===== src/rtl/mem_write_ctrl_if.sv =====
// Write-side fill bus for mem_write_ctrl: input word handshake, memory write port, status.
// The checksum signal exists only when MEM_WR_CHECKSUM_EN is defined.
interface mem_write_ctrl_if #(
    parameter int ADRS_WIDTH = 2,
    parameter int WORD_WIDTH = 8
);
    logic                  start;
    logic                  in_valid;
    logic [WORD_WIDTH-1:0] in_data;
    logic                  in_ready;
    logic                  mem_we;
    logic [ADRS_WIDTH-1:0] mem_adrs;
    logic [WORD_WIDTH-1:0] mem_d;
    logic                  busy;
    logic                  done;
    logic [ADRS_WIDTH:0]   count;
`ifdef MEM_WR_CHECKSUM_EN
    logic [WORD_WIDTH-1:0] checksum;
`endif

    modport master (
        output start, in_valid, in_data,
        input  in_ready, mem_we, mem_adrs, mem_d, busy, done, count
`ifdef MEM_WR_CHECKSUM_EN
        , input checksum
`endif
    );

    modport slave (
        input  start, in_valid, in_data,
        output in_ready, mem_we, mem_adrs, mem_d, busy, done, count
`ifdef MEM_WR_CHECKSUM_EN
        , output checksum
`endif
    );
endinterface


===== src/rtl/mem_write_ctrl.sv =====
// Sequential memory fill controller: accepts WORD_DEPTH words and writes them to addresses 0..N-1.
// Optional running XOR of the burst on checksum when MEM_WR_CHECKSUM_EN is defined.
//
// state | meaning
// IDLE  | waiting for start, count holds last burst result
// FILL  | accepting words, one registered write per accept
// DONE  | single cycle, done pulse alongside the final write
module mem_write_ctrl #(
    parameter int ADRS_WIDTH = 2,
    parameter int WORD_DEPTH = 4,
    parameter int WORD_WIDTH = 8
) (
    input logic              clk,
    input logic              rst,
    mem_write_ctrl_if.slave  bus
);
    localparam logic [1:0] IDLE = 2'd0;
    localparam logic [1:0] FILL = 2'd1;
    localparam logic [1:0] DONE = 2'd2;

    localparam logic [ADRS_WIDTH-1:0] LAST_PTR = ADRS_WIDTH'(WORD_DEPTH - 1);
    localparam logic [ADRS_WIDTH:0]   LAST_CNT = (ADRS_WIDTH + 1)'(WORD_DEPTH - 1);

    logic [1:0]            state;
    logic [ADRS_WIDTH-1:0] ptr;
    logic                  mem_we;
    logic [ADRS_WIDTH-1:0] mem_adrs;
    logic [WORD_WIDTH-1:0] mem_d;
    logic [ADRS_WIDTH:0]   count;
`ifdef MEM_WR_CHECKSUM_EN
    logic [WORD_WIDTH-1:0] checksum;
`endif

    always_ff @(posedge clk) begin
        if (rst) begin
            state    <= IDLE;
            ptr      <= '0;
            mem_we   <= 1'b0;
            mem_adrs <= '0;
            mem_d    <= '0;
            count    <= '0;
`ifdef MEM_WR_CHECKSUM_EN
            checksum <= '0;
`endif
        end else begin
            mem_we <= 1'b0;
            case (state)
                IDLE: begin
                    if (bus.start) begin
                        state <= FILL;
                        ptr   <= '0;
                        count <= '0;
`ifdef MEM_WR_CHECKSUM_EN
                        checksum <= '0;
`endif
                    end
                end
                FILL: begin
                    // in_ready is 1 throughout FILL, so in_valid alone marks an accept
                    if (bus.in_valid) begin
                        mem_we   <= 1'b1;
                        mem_adrs <= ptr;
                        mem_d    <= bus.in_data;
                        ptr      <= (ptr == LAST_PTR) ? '0 : ptr + 1'b1;
                        count    <= count + 1'b1;
`ifdef MEM_WR_CHECKSUM_EN
                        checksum <= checksum ^ bus.in_data;
`endif
                        if (count == LAST_CNT) state <= DONE;
                    end
                end
                DONE:    state <= IDLE;
                default: state <= IDLE;
            endcase
        end
    end

    assign bus.in_ready = (state == FILL);
    assign bus.busy     = (state != IDLE);
    assign bus.done     = (state == DONE);
    assign bus.mem_we   = mem_we;
    assign bus.mem_adrs = mem_adrs;
    assign bus.mem_d    = mem_d;
    assign bus.count    = count;
`ifdef MEM_WR_CHECKSUM_EN
    assign bus.checksum = checksum;
`endif
endmodule


===== src/flat_wrapper.sv =====
// flat-port wrapper written by rule: the top's interface ports become plain ports
module mem_write_ctrl_flat 
#(
    parameter int ADRS_WIDTH = 2,
    parameter int WORD_DEPTH = 4,
    parameter int WORD_WIDTH = 8
)
  (clk, rst, bus_start, bus_in_valid, bus_in_data, bus_in_ready, bus_mem_we, bus_mem_adrs, bus_mem_d, bus_busy, bus_done, bus_count);
  mem_write_ctrl_if #(.ADRS_WIDTH(ADRS_WIDTH), .WORD_WIDTH(WORD_WIDTH)) bus_i ();
  input logic clk;
  input logic rst;
  input wire logic [$bits(bus_i.start)-1:0] bus_start;
  input wire logic [$bits(bus_i.in_valid)-1:0] bus_in_valid;
  input wire logic [$bits(bus_i.in_data)-1:0] bus_in_data;
  output wire logic [$bits(bus_i.in_ready)-1:0] bus_in_ready;
  output wire logic [$bits(bus_i.mem_we)-1:0] bus_mem_we;
  output wire logic [$bits(bus_i.mem_adrs)-1:0] bus_mem_adrs;
  output wire logic [$bits(bus_i.mem_d)-1:0] bus_mem_d;
  output wire logic [$bits(bus_i.busy)-1:0] bus_busy;
  output wire logic [$bits(bus_i.done)-1:0] bus_done;
  output wire logic [$bits(bus_i.count)-1:0] bus_count;
  assign bus_i.start = bus_start;
  assign bus_i.in_valid = bus_in_valid;
  assign bus_i.in_data = bus_in_data;
  assign bus_in_ready = bus_i.in_ready;
  assign bus_mem_we = bus_i.mem_we;
  assign bus_mem_adrs = bus_i.mem_adrs;
  assign bus_mem_d = bus_i.mem_d;
  assign bus_busy = bus_i.busy;
  assign bus_done = bus_i.done;
  assign bus_count = bus_i.count;
  mem_write_ctrl #(.ADRS_WIDTH(ADRS_WIDTH), .WORD_DEPTH(WORD_DEPTH), .WORD_WIDTH(WORD_WIDTH)) u_core (.clk(clk), .rst(rst), .bus(bus_i));
endmodule

===== config.mk =====
export PLATFORM = sky130hd
export DESIGN_NAME = mem_write_ctrl_flat
export DESIGN_NICKNAME = d
export VERILOG_FILES = /design/src/rtl/mem_write_ctrl_if.sv /design/src/rtl/mem_write_ctrl.sv /design/src/flat_wrapper.sv
export SDC_FILE = /design/constraint.sdc
export NUM_CORES = 1
export LEC_CHECK = 0
export CORE_UTILIZATION = 41
export DETAILED_ROUTE_END_ITERATION = 8
export PLACE_DENSITY = 0.77
export SLEW_MARGIN = 5
export SYNTH_ARGS = -nofsm -noshare
export SYNTH_HDL_FRONTEND = slang
export SYNTH_SLANG_ARGS = --single-unit

===== constraint.sdc =====
create_clock -name clk -period 2.4 [get_ports clk]
set_input_delay 0.48 -clock clk [delete_from_list [all_inputs] [get_ports clk]]
set_output_delay 0.48 -clock clk [all_outputs]
set_load 0.005 [all_outputs]

==> impl_metrics.json, run 1 <==
{
  "rr_startpoint": "u_core.bus.count[0]",
  "path_cells": "nor2b_1 > clkdlybuf4s50_1",
  "rr_worst_depth": 4,
  "grt_pass1_vias": 562,
  "min_period_ns": 2.02,
  "clock-sinks": 18,
  "path_max_fanout": 11,
  "status": "finished, violations left",
  "multi_input_area_um2": 325,
  "cts_root_buf": "clkbuf_4",
  "avgSynthCellArea_um2": 8.51,
  "track_usage_pct": 16.4,
  "via_count": 649,
  "worstHoldPathType": "reg -> reg",
  "wl_um": 1490,
  "powerDensity_mw_per_mm2": 549,
  "tightest_slew_ns": 0.368,
  "hold_violations": 0,
  "rsz0062_at_grt": "no",
  "p_leak_nw": 0.381,
  "crit_arrival_ns": 1.54,
  "maxSlewHeadroom_pct": 75.4,
  "cts_resized": 0,
  "grt_start_max_net_pins": 15,
  "dpl.hpwl_um": 1060,
  "synth_area_um2": 714,
  "grt_pass1_wl_um": 2340,
  "max_freq_ghz": 0.495,
  "r2r_slack_ns": 0.86,
  "cts_max_level": 1,
  "die_h_um": 43.7,
  "worstSetupStartpointType": "flip-flop",
  "die_width_um": 43.7,
  "worstSetupEndpointType": "output pin",
  "start_util_pct": 45.8,
  "layout-drive-gt1-share_pct": 7.14,
  "clk_latency_ns": 0.29,
  "ctsLongestPathBuffers": 2,
  "min_path_cells": 2,
  "drt_iter0_markers": 15,
  "synth_cell_types": 21,
  "ys_seq_area_share_pct": 50.4,
  "rr_endpoint": "u_core.bus.count[2]",
  "portBuffers": 28,
  "path_class": "reg -> out",
  "ys_warn_count": 0,
  "period_share_pct": 84.2,
  "failed_checks": "design-rule violations",
  "viasPerCell": 5.07,
  "utilization_pct": 66.8,
  "vdd_drop_max_uv": 312,
  "critPathBufInv": 1,
  "antenna_cells": 0,
  "place.gp.congestion": 0.789,
  "finalSetupViolations": 0,
  "report.final.slew_viol_count": 0,
  "hold_end": "u_core.bus.mem_adrs[1]",
  "dieArea_mm2": 0.00191,
  "wire_per_inst_um": 11.6,
  "maxCapViolCount": 0,
  "seq_area_um2": 360,
  "clock_skew_ns": 0.00191,
  "fp-row-count": 14,
  "synth_nets": 99,
  "coreArea_mm2": 0.00156,
  "cts_setup_buffers": 0,
  "ys_seq_elements": 18,
  "cp.required_ns": 1.92,
  "antenna_found_initial": 0,
  "hold_buffers": 0,
  "cts_tree": "built",
  "synth_cells": 84,
  "max_stage_delay_ns": 0.55,
  "critical-path-slowest-cell": "dfxtp_1",
  "antenna_left": 0,
  "hold_path_startpoint": "u_core.bus.mem_adrs[1]",
  "drc": 5,
  "fillers": 133,
  "globalRouteOverflowTotal": 0,
  "cts_buffers": 3,
  "path_clk_slew_ns": 0.10,
  "fin_setup_tns_ns": 0,
  "drt_pass1_iterations": 6,
  "final_net_count": 128,
  "pin_count": 29,
  "crit_family": "flip-flops",
  "syn2layout_area_growth_pct": 45.7
}
[layer usage]
metal,GRT usage [%],part of all wire [%],up-vias
met2,26.6,45,25
li1,-,-,338
met3,4.17,8.0,0
met4,5.63,0,0
met1,21.3,47,286
met5,0,0,-
[state kept, by name, summed over array words and instances (netlist names)]
register	cells
u_core.bus.count	3
u_core.bus.mem_adrs	2
u_core.bus.mem_d	8
u_core.bus.mem_we	1
u_core.ptr	2
u_core.state	2
[report_power, final]
group / total [mW] / internal [mW] / switching, mW / leakage, nW
Clock: 0.181 / 0.0923 / 0.0890 / 0.0210
Combinational: 0.0725 / 0.0449 / 0.0276 / 0.214
Sequential: 0.317 / 0.309 / 0.00863 / 0.146
Total: 0.571 / 0.446 / 0.125 / 0.381
[worst max-delay path by stage]
stage / from / end / cells after the start
finish: u_core.state[0] / bus_in_ready / 2
global route: u_core.state[1] / bus_done / 2
CTS: u_core.state[0] / bus_in_ready / 2
detailed placement: bus_in_valid / u_core.bus.count[2] / 4
global placement: bus_in_valid / u_core.bus.count[2] / 4
floorplan: u_core.bus.count[0] / u_core.bus.count[2] / 4
[placed cells by master (no fill, tap or decap), drive strengths merged, types with 2 or more instances in the layout]
cell           Yosys  final
a21oi             14     14
buf                2      2
clkbuf             4      4
clkdlybuf4s50      0     28
dfxtp             18     18
ha                 3      3
nand2             20     20
nand4b             2      2
nor2               3      3
nor2b              2      2
o21ai              5      5
[cells in the mapped netlist (all sizes together)]
cell type / number / area [um2]
ha: 3 / 37.5
nand2: 20 / 75.1
nand3b: 1 / 7.51
nor2: 3 / 11.3
buf: 2 / 10.0
and3b: 1 / 8.76
a21oi: 14 / 70.1
nand3: 1 / 5.00
nor2b: 2 / 12.5
dfxtp: 18 / 360
inv: 1 / 3.75
and2: 1 / 6.26
or3: 1 / 6.26
nor3: 1 / 5.00
o21ai: 5 / 25.0
nand4b: 2 / 17.5
clkbuf: 4 / 15.0
a211oi: 1 / 7.51
mux2i: 1 / 13.8
or2: 1 / 6.26
or4b: 1 / 10.0
[logic make-up (layout without fill, tap and decap cells)]
group / Yosys count / count (layout) / share of synthesized area [%]
multiplexers: 1 / 1 / 1.93
buffers and inverters: 7 / 35 / 4.03
AO/OA/AOI/OAI: 20 / 20 / 14.4
AND/OR/NAND/NOR: 35 / 35 / 24.0
flip-flops: 18 / 18 / 50.4
adder cells (fa/ha/maj): 3 / 3 / 5.25
[area by class of cell]
cell class / count / area share, %
inverters: 1 / 0.361
clock buffers: 4 / 3.49
flip-flops and latches: 18 / 34.6
well taps: 16 / 1.92
repair buffers: 30 / 28.4
multi-input cells: 59 / 31.2
[worst reg2reg max path, stage by stage, from the launching register on]
cell and delay (ns):
dfxtp_1 0.36, ha_1 0.21, ha_1 0.26, or4b_1 0.50
a21oi_1 0.14
[stage by stage]
stage	worst slack [ns]	std cells	cell area [um2]	hold slack [ns]	power [mW]
finish	0.378	128	1040	0.456	0.571
global route	0.297	128	1040	0.476	0.598
CTS	0.376	128	1040	0.461	0.574
detailed placement	0.500	124	1000	0.447	0.397
global placement	0.544	124	1000	0.442	0.395
floorplan	0.945	84	714	0.445	0.351
Power figures use the tool's default switching activity.
==> run 2: changes to the inputs <==
Clock period 2.4 ns to 1.89 ns, I/O delays scaled along.
==> impl_metrics.json, run 2 (synthesis gave the netlist of run 1 again) <==
{
  "pin_count": 29,
  "worstSetupEndpointType": "output pin",
  "fillers": 130,
  "vdd_drop_max_uv": 369,
  "path_max_fanout": 14,
  "drc": 4,
  "multi_input_area_um2": 325,
  "p_leak_nw": 0.392,
  "post_dp_cell_area_mm2": 0.00102,
  "clkPwrFrac_pct": 31.7,
  "path_class": "reg -> out",
  "cts_root_buf": "clkbuf_4",
  "internal_power_mw": 0.569,
  "dieArea_mm2": 0.00191,
  "final_net_count": 130,
  "place.gp.congestion": 0.732,
  "maxCapViolCount": 0,
  "status": "finished, violations left",
  "layout_common_cells": "28 x clkdlybuf4s50_1, 20 x nand2_1, 16 x dfxtp_1, 14 x a21oi_1, 5 x o21ai_0",
  "grt_pass1_vias": 577,
  "clock_skew_ns": 0.00138,
  "hold_path_startpoint": "u_core.bus.mem_d[4]",
  "rr_endpoint": "u_core.bus.count[2]",
  "wl_um": 1570,
  "min_path_cells": 2,
  "worstHoldPathType": "reg -> reg",
  "globalRouteOverflowTotal": 0,
  "portBuffers": 28,
  "cts_max_level": 1,
  "pwr-share-seq_pct": 55.2,
  "dpl.hpwl_um": 1140,
  "min_period_ns": 1.81,
  "ctsLongestPathBuffers": 2,
  "failed_checks": "design-rule violations",
  "powerDensity_mw_per_mm2": 690,
  "die_h_um": 43.7,
  "fin_setup_tns_ns": 0,
  "track_usage_pct": 18.0,
  "r2r_slack_ns": 0.33,
  "coreArea_mm2": 0.00156,
  "antenna_cells": 0,
  "tightest_slew_ns": 0.274,
  "dpl.cell_count": 126,
  "cts_buffers": 3,
  "rsz0062_at_grt": "no",
  "reg_top3": "u_core.bus.mem_d x8, u_core.bus.count x3",
  "share_comb_of_total_power_pct": 13.1,
  "drt_iter0_markers": 16,
  "power_mw": 0.730,
  "clock-sinks": 18,
  "antenna_found_initial": 0,
  "syn2layout_area_growth_pct": 48.2,
  "maxSlewHeadroom_pct": 81.4,
  "wl_met1_um": 674,
  "hold_end": "u_core.bus.mem_d[4]",
  "finalSetupViolations": 0,
  "wl_met2_um": 754,
  "crit_arrival_ns": 1.43,
  "fp-row-count": 14,
  "layout-drive-gt1-share_pct": 10.5,
  "power_switching_mw": 0.161,
  "max_freq_ghz": 0.553,
  "stdcell_area_mm2": 0.00106,
  "report.final.slew_viol_count": 0,
  "grt_start_max_net_pins": 15,
  "hold_buffers": 0,
  "die_width_um": 43.7,
  "viasPerCell": 5.04,
  "worstSetupStartpointType": "flip-flop",
  "largest_reg_flops": 8,
  "layout_commonest_cell": "clkdlybuf4s50_1",
  "cp.required_ns": 1.51,
  "antenna_left": 0,
  "rr_startpoint": "u_core.bus.count[0]",
  "swShare_pct": 22.0,
  "rr_worst_depth": 4,
  "drt_pass1_iterations": 8,
  "start_util_pct": 45.8,
  "met3_length_um": 115,
  "path_clk_slew_ns": 0.10,
  "grt_pass1_wl_um": 2460,
  "seq_area_um2": 363,
  "clk_latency_ns": 0.29,
  "cts_tree": "built",
  "via_count": 655,
  "regMostFlops": "u_core.bus.mem_d",
  "routed.top_layer": "met4",
  "hold_violations": 0,
  "final_cells": 130,
  "period_share_pct": 95.6,
  "wire_per_inst_um": 12.1
}
## run 2: cell count changes in the layout (fill, tap and decap cells not counted)
cell     previous run  this run
buf_4               2         4
dfxtp_1            18        16
dfxtp_2             0         2
## run 2: per-stage QoR
step	worst slack (ns)	utilization (%)	hold slack [ns]
3_5_place_dp	0.212	65.4	0.447
5_1_grt	0.00567	67.9	0.492
3_3_place_gp	0.246	65.4	0.442
4_1_cts	0.0681	67.9	0.461
6_report	0.0829	67.9	0.457
2_1_floorplan	0.435	-	0.445
## run 2: worst max path at each step
| stage | from | to | depth (start not counted) | slack (ns) |
|---|---|---|---|---|
| final | u_core.state[1] | bus_busy | 2 | 0.08 |
| after global routing | u_core.state[1] | bus_done | 2 | 0.006 |
| after CTS | u_core.state[1] | bus_busy | 2 | 0.07 |
| after detailed placement | bus_in_valid | u_core.bus.count[2] | 4 | 0.21 |
| after global placement | bus_in_valid | u_core.bus.count[2] | 4 | 0.25 |
| after floorplan | u_core.bus.count[0] | u_core.bus.count[2] | 4 | 0.43 |
## run 2: power by group through the flow
stage	logic, mW	clock network [mW]	registers, mW
global route	0.104	0.262	0.405
floorplan	0.0375	0	0.409
detailed placement	0.0958	0	0.412
finish	0.0957	0.231	0.403
CTS	0.0966	0.240	0.403
global placement	0.0943	0	0.411
## run 2: area by class of cell
cell class | instances | area share, %
clock buffers | 4 | 3.43
inverters | 1 | 0.355
multi-input cells | 59 | 30.7
flip-flops and latches | 18 | 34.3
well taps | 16 | 1.89
repair buffers | 32 | 29.3
## run 2: per-layer routing
metal | up-vias | GRT usage (%)
met4 | 0 | 11.3
li1 | 342 | -
met2 | 31 | 29.9
met3 | 4 | 3.75
met5 | - | 0
met1 | 278 | 21.0
## run 2: critical path, cell delays in order (launching register included)
cell	delay [ns]
dfxtp_2	0.39
or2_2	0.30
clkdlybuf4s50_1	0.45
## run 2: what timing repair did
item                                    in CTS  in global routing
setup buffers                                0                  0
resized for setup                            2                  0
endpoints found under the setup margin       3                  0
==> run 3: changes to the inputs <==
Settings changed: REMOVE_ABC_BUFFERS set to 1.
==> impl_metrics.json, run 3 (synthesis gave the netlist of run 1 again) <==
{
  "wire_per_inst_um": 11.3,
  "hold_violations": 0,
  "clkPwrFrac_pct": 31.5,
  "tightest_slew_ns": 0.284,
  "reg_top3": "u_core.bus.mem_d x8, u_core.bus.count x3",
  "worstSetupEndpointType": "output pin",
  "start_util_pct": 45.8,
  "place.gp.congestion": 0.749,
  "coreArea_mm2": 0.00156,
  "vdd_drop_max_uv": 479,
  "cts_buffers": 3,
  "power_switching_mw": 0.158,
  "worstSetupStartpointType": "flip-flop",
  "fin_setup_tns_ns": 0,
  "syn2layout_area_growth_pct": 48.2,
  "crit_end": "bus_busy",
  "final_cells": 130,
  "report.final.slew_viol_count": 0,
  "drt_pass1_iterations": 6,
  "layout-drive-gt1-share_pct": 10.5,
  "cts_tree": "built",
  "viasPerCell": 5.27,
  "maxSlewHeadroom_pct": 80.7,
  "utilization_pct": 67.9,
  "wl_um": 1470,
  "maxCapViolCount": 0,
  "worstHoldPathType": "reg -> reg",
  "via_count": 685,
  "use_met2_pct": 32.8,
  "critical-path-slowest-cell": "clkdlybuf4s50_1",
  "period_share_pct": 95.5,
  "rsz0062_at_grt": "no",
  "cts_root_buf": "clkbuf_4",
  "layout_common_cells": "28 x clkdlybuf4s50_1, 20 x nand2_1, 16 x dfxtp_1, 14 x a21oi_1, 5 x o21ai_0",
  "fp-row-count": 14,
  "path_cells": "or2_2 > clkdlybuf4s50_1",
  "setup_ws_ns": 0.0847,
  "cp.required_ns": 1.51,
  "antenna_left": 0,
  "grtUsageMet3_pct": 4.58,
  "grt.busiest_layer": "met2",
  "track_usage_pct": 17.3,
  "max_freq_ghz": 0.554,
  "globalRouteOverflowTotal": 0,
  "drc": 3,
  "ctsLongestPathBuffers": 2,
  "layout_commonest_cell": "clkdlybuf4s50_1",
  "powerDensity_mw_per_mm2": 687,
  "largest_reg_flops": 8,
  "p_leak_nw": 0.392,
  "die_h_um": 43.7,
  "r2r_slack_ns": 0.35,
  "share_comb_of_total_power_pct": 13.1,
  "clock-sinks": 18,
  "antenna_cells": 0,
  "finalSetupViolations": 0,
  "path_clk_slew_ns": 0.10,
  "internal_power_mw": 0.569,
  "rr_endpoint": "u_core.bus.count[2]",
  "crit_arrival_ns": 1.43,
  "power_mw": 0.727,
  "pre_cts_slack_ns": 0.212,
  "antenna_found_initial": 0,
  "clock_skew_ns": 0.00898,
  "drt_iter0_markers": 13,
  "path_class": "reg -> out",
  "grt_pass1_wl_um": 2550,
  "pin_count": 29,
  "clk_latency_ns": 0.29,
  "rr_startpoint": "u_core.bus.count[0]",
  "failed_checks": "design-rule violations",
  "max_stage_delay_ns": 0.44,
  "status": "finished, violations left",
  "cts_setup_buffers": 0,
  "rr_worst_depth": 4,
  "grt_start_max_net_pins": 15,
  "path_max_fanout": 14,
  "use_met1_pct": 19.6,
  "portBuffers": 28,
  "final_net_count": 130,
  "grt_pass1_vias": 640,
  "min_period_ns": 1.81,
  "dpl.cell_count": 126,
  "pwr-share-seq_pct": 55.4,
  "critical_path.startpoint": "u_core.state[1]",
  "cts_max_level": 1,
  "regMostFlops": "u_core.bus.mem_d",
  "dieArea_mm2": 0.00191,
  "swShare_pct": 21.7,
  "die_width_um": 43.7
}
==> run 3: cell counts in the layout (fill, tap and decap cells not counted) <==
Identical to the previous run, type by type.
==> run 3: power groups by stage <==
stage / Combinational, mW / Clock [mW] / Sequential (mW)
after floorplan: 0.0281 / 0 / 0.411
after global placement: 0.0946 / 0 / 0.411
after detailed placement: 0.0960 / 0 / 0.411
after CTS: 0.0965 / 0.234 / 0.403
after global routing: 0.104 / 0.256 / 0.406
final: 0.0951 / 0.229 / 0.403
==> run 3: critical path, delay by kind of cell, from the launching register on <==
family,cells,cell delay [ns]
buf+inv,1,0.44
flops,1,0.39
simple gates,1,0.30
==> run 3: per-stage QoR <==
stage / instance area (um2) / hold slack (ns)
floorplan: 689 / 0.439
global placement: 1020 / 0.442
detailed placement: 1020 / 0.448
CTS: 1060 / 0.462
global route: 1060 / 0.490
finish: 1060 / 0.456
==> run 3: worst min path at each step <==
stage	slack, ns	to	cells past startpoint	from
final	0.46	u_core.bus.mem_d[0]	2	u_core.bus.mem_d[0]
after global routing	0.49	u_core.bus.mem_d[2]	2	u_core.bus.mem_d[2]
after CTS	0.46	u_core.bus.mem_d[0]	2	u_core.bus.mem_d[0]
after detailed placement	0.45	u_core.bus.mem_d[0]	2	u_core.bus.mem_d[0]
after global placement	0.44	u_core.bus.mem_d[7]	2	u_core.bus.mem_d[7]
after floorplan	0.44	u_core.bus.mem_adrs[1]	2	u_core.ptr[1]
==> run 3: area by class of cell <==
type / count / area, um2
Sequential cell: 18 / 363
Clock buffer: 4 / 36.3
Inverter: 1 / 3.75
Timing Repair Buffer: 32 / 310
Multi-Input combinational cell: 59 / 325
Fill cell: 132 / 500
Tap cell: 16 / 20.0
==> run 3: what timing repair did <==
item / in CTS / in global routing
endpoints found under the hold margin: 0 / 0
setup endpoints to repair: 1 / 2
gates resized for setup: 1 / 1
hold buffers: 0 / 0
==> run 3: per-layer routing <==
layer / up-vias / wire length, um
met1: 304 / 601
met3: 2 / 132
li1: 343 / -
met4: 0 / 8
met2: 36 / 730
met5: - / 0
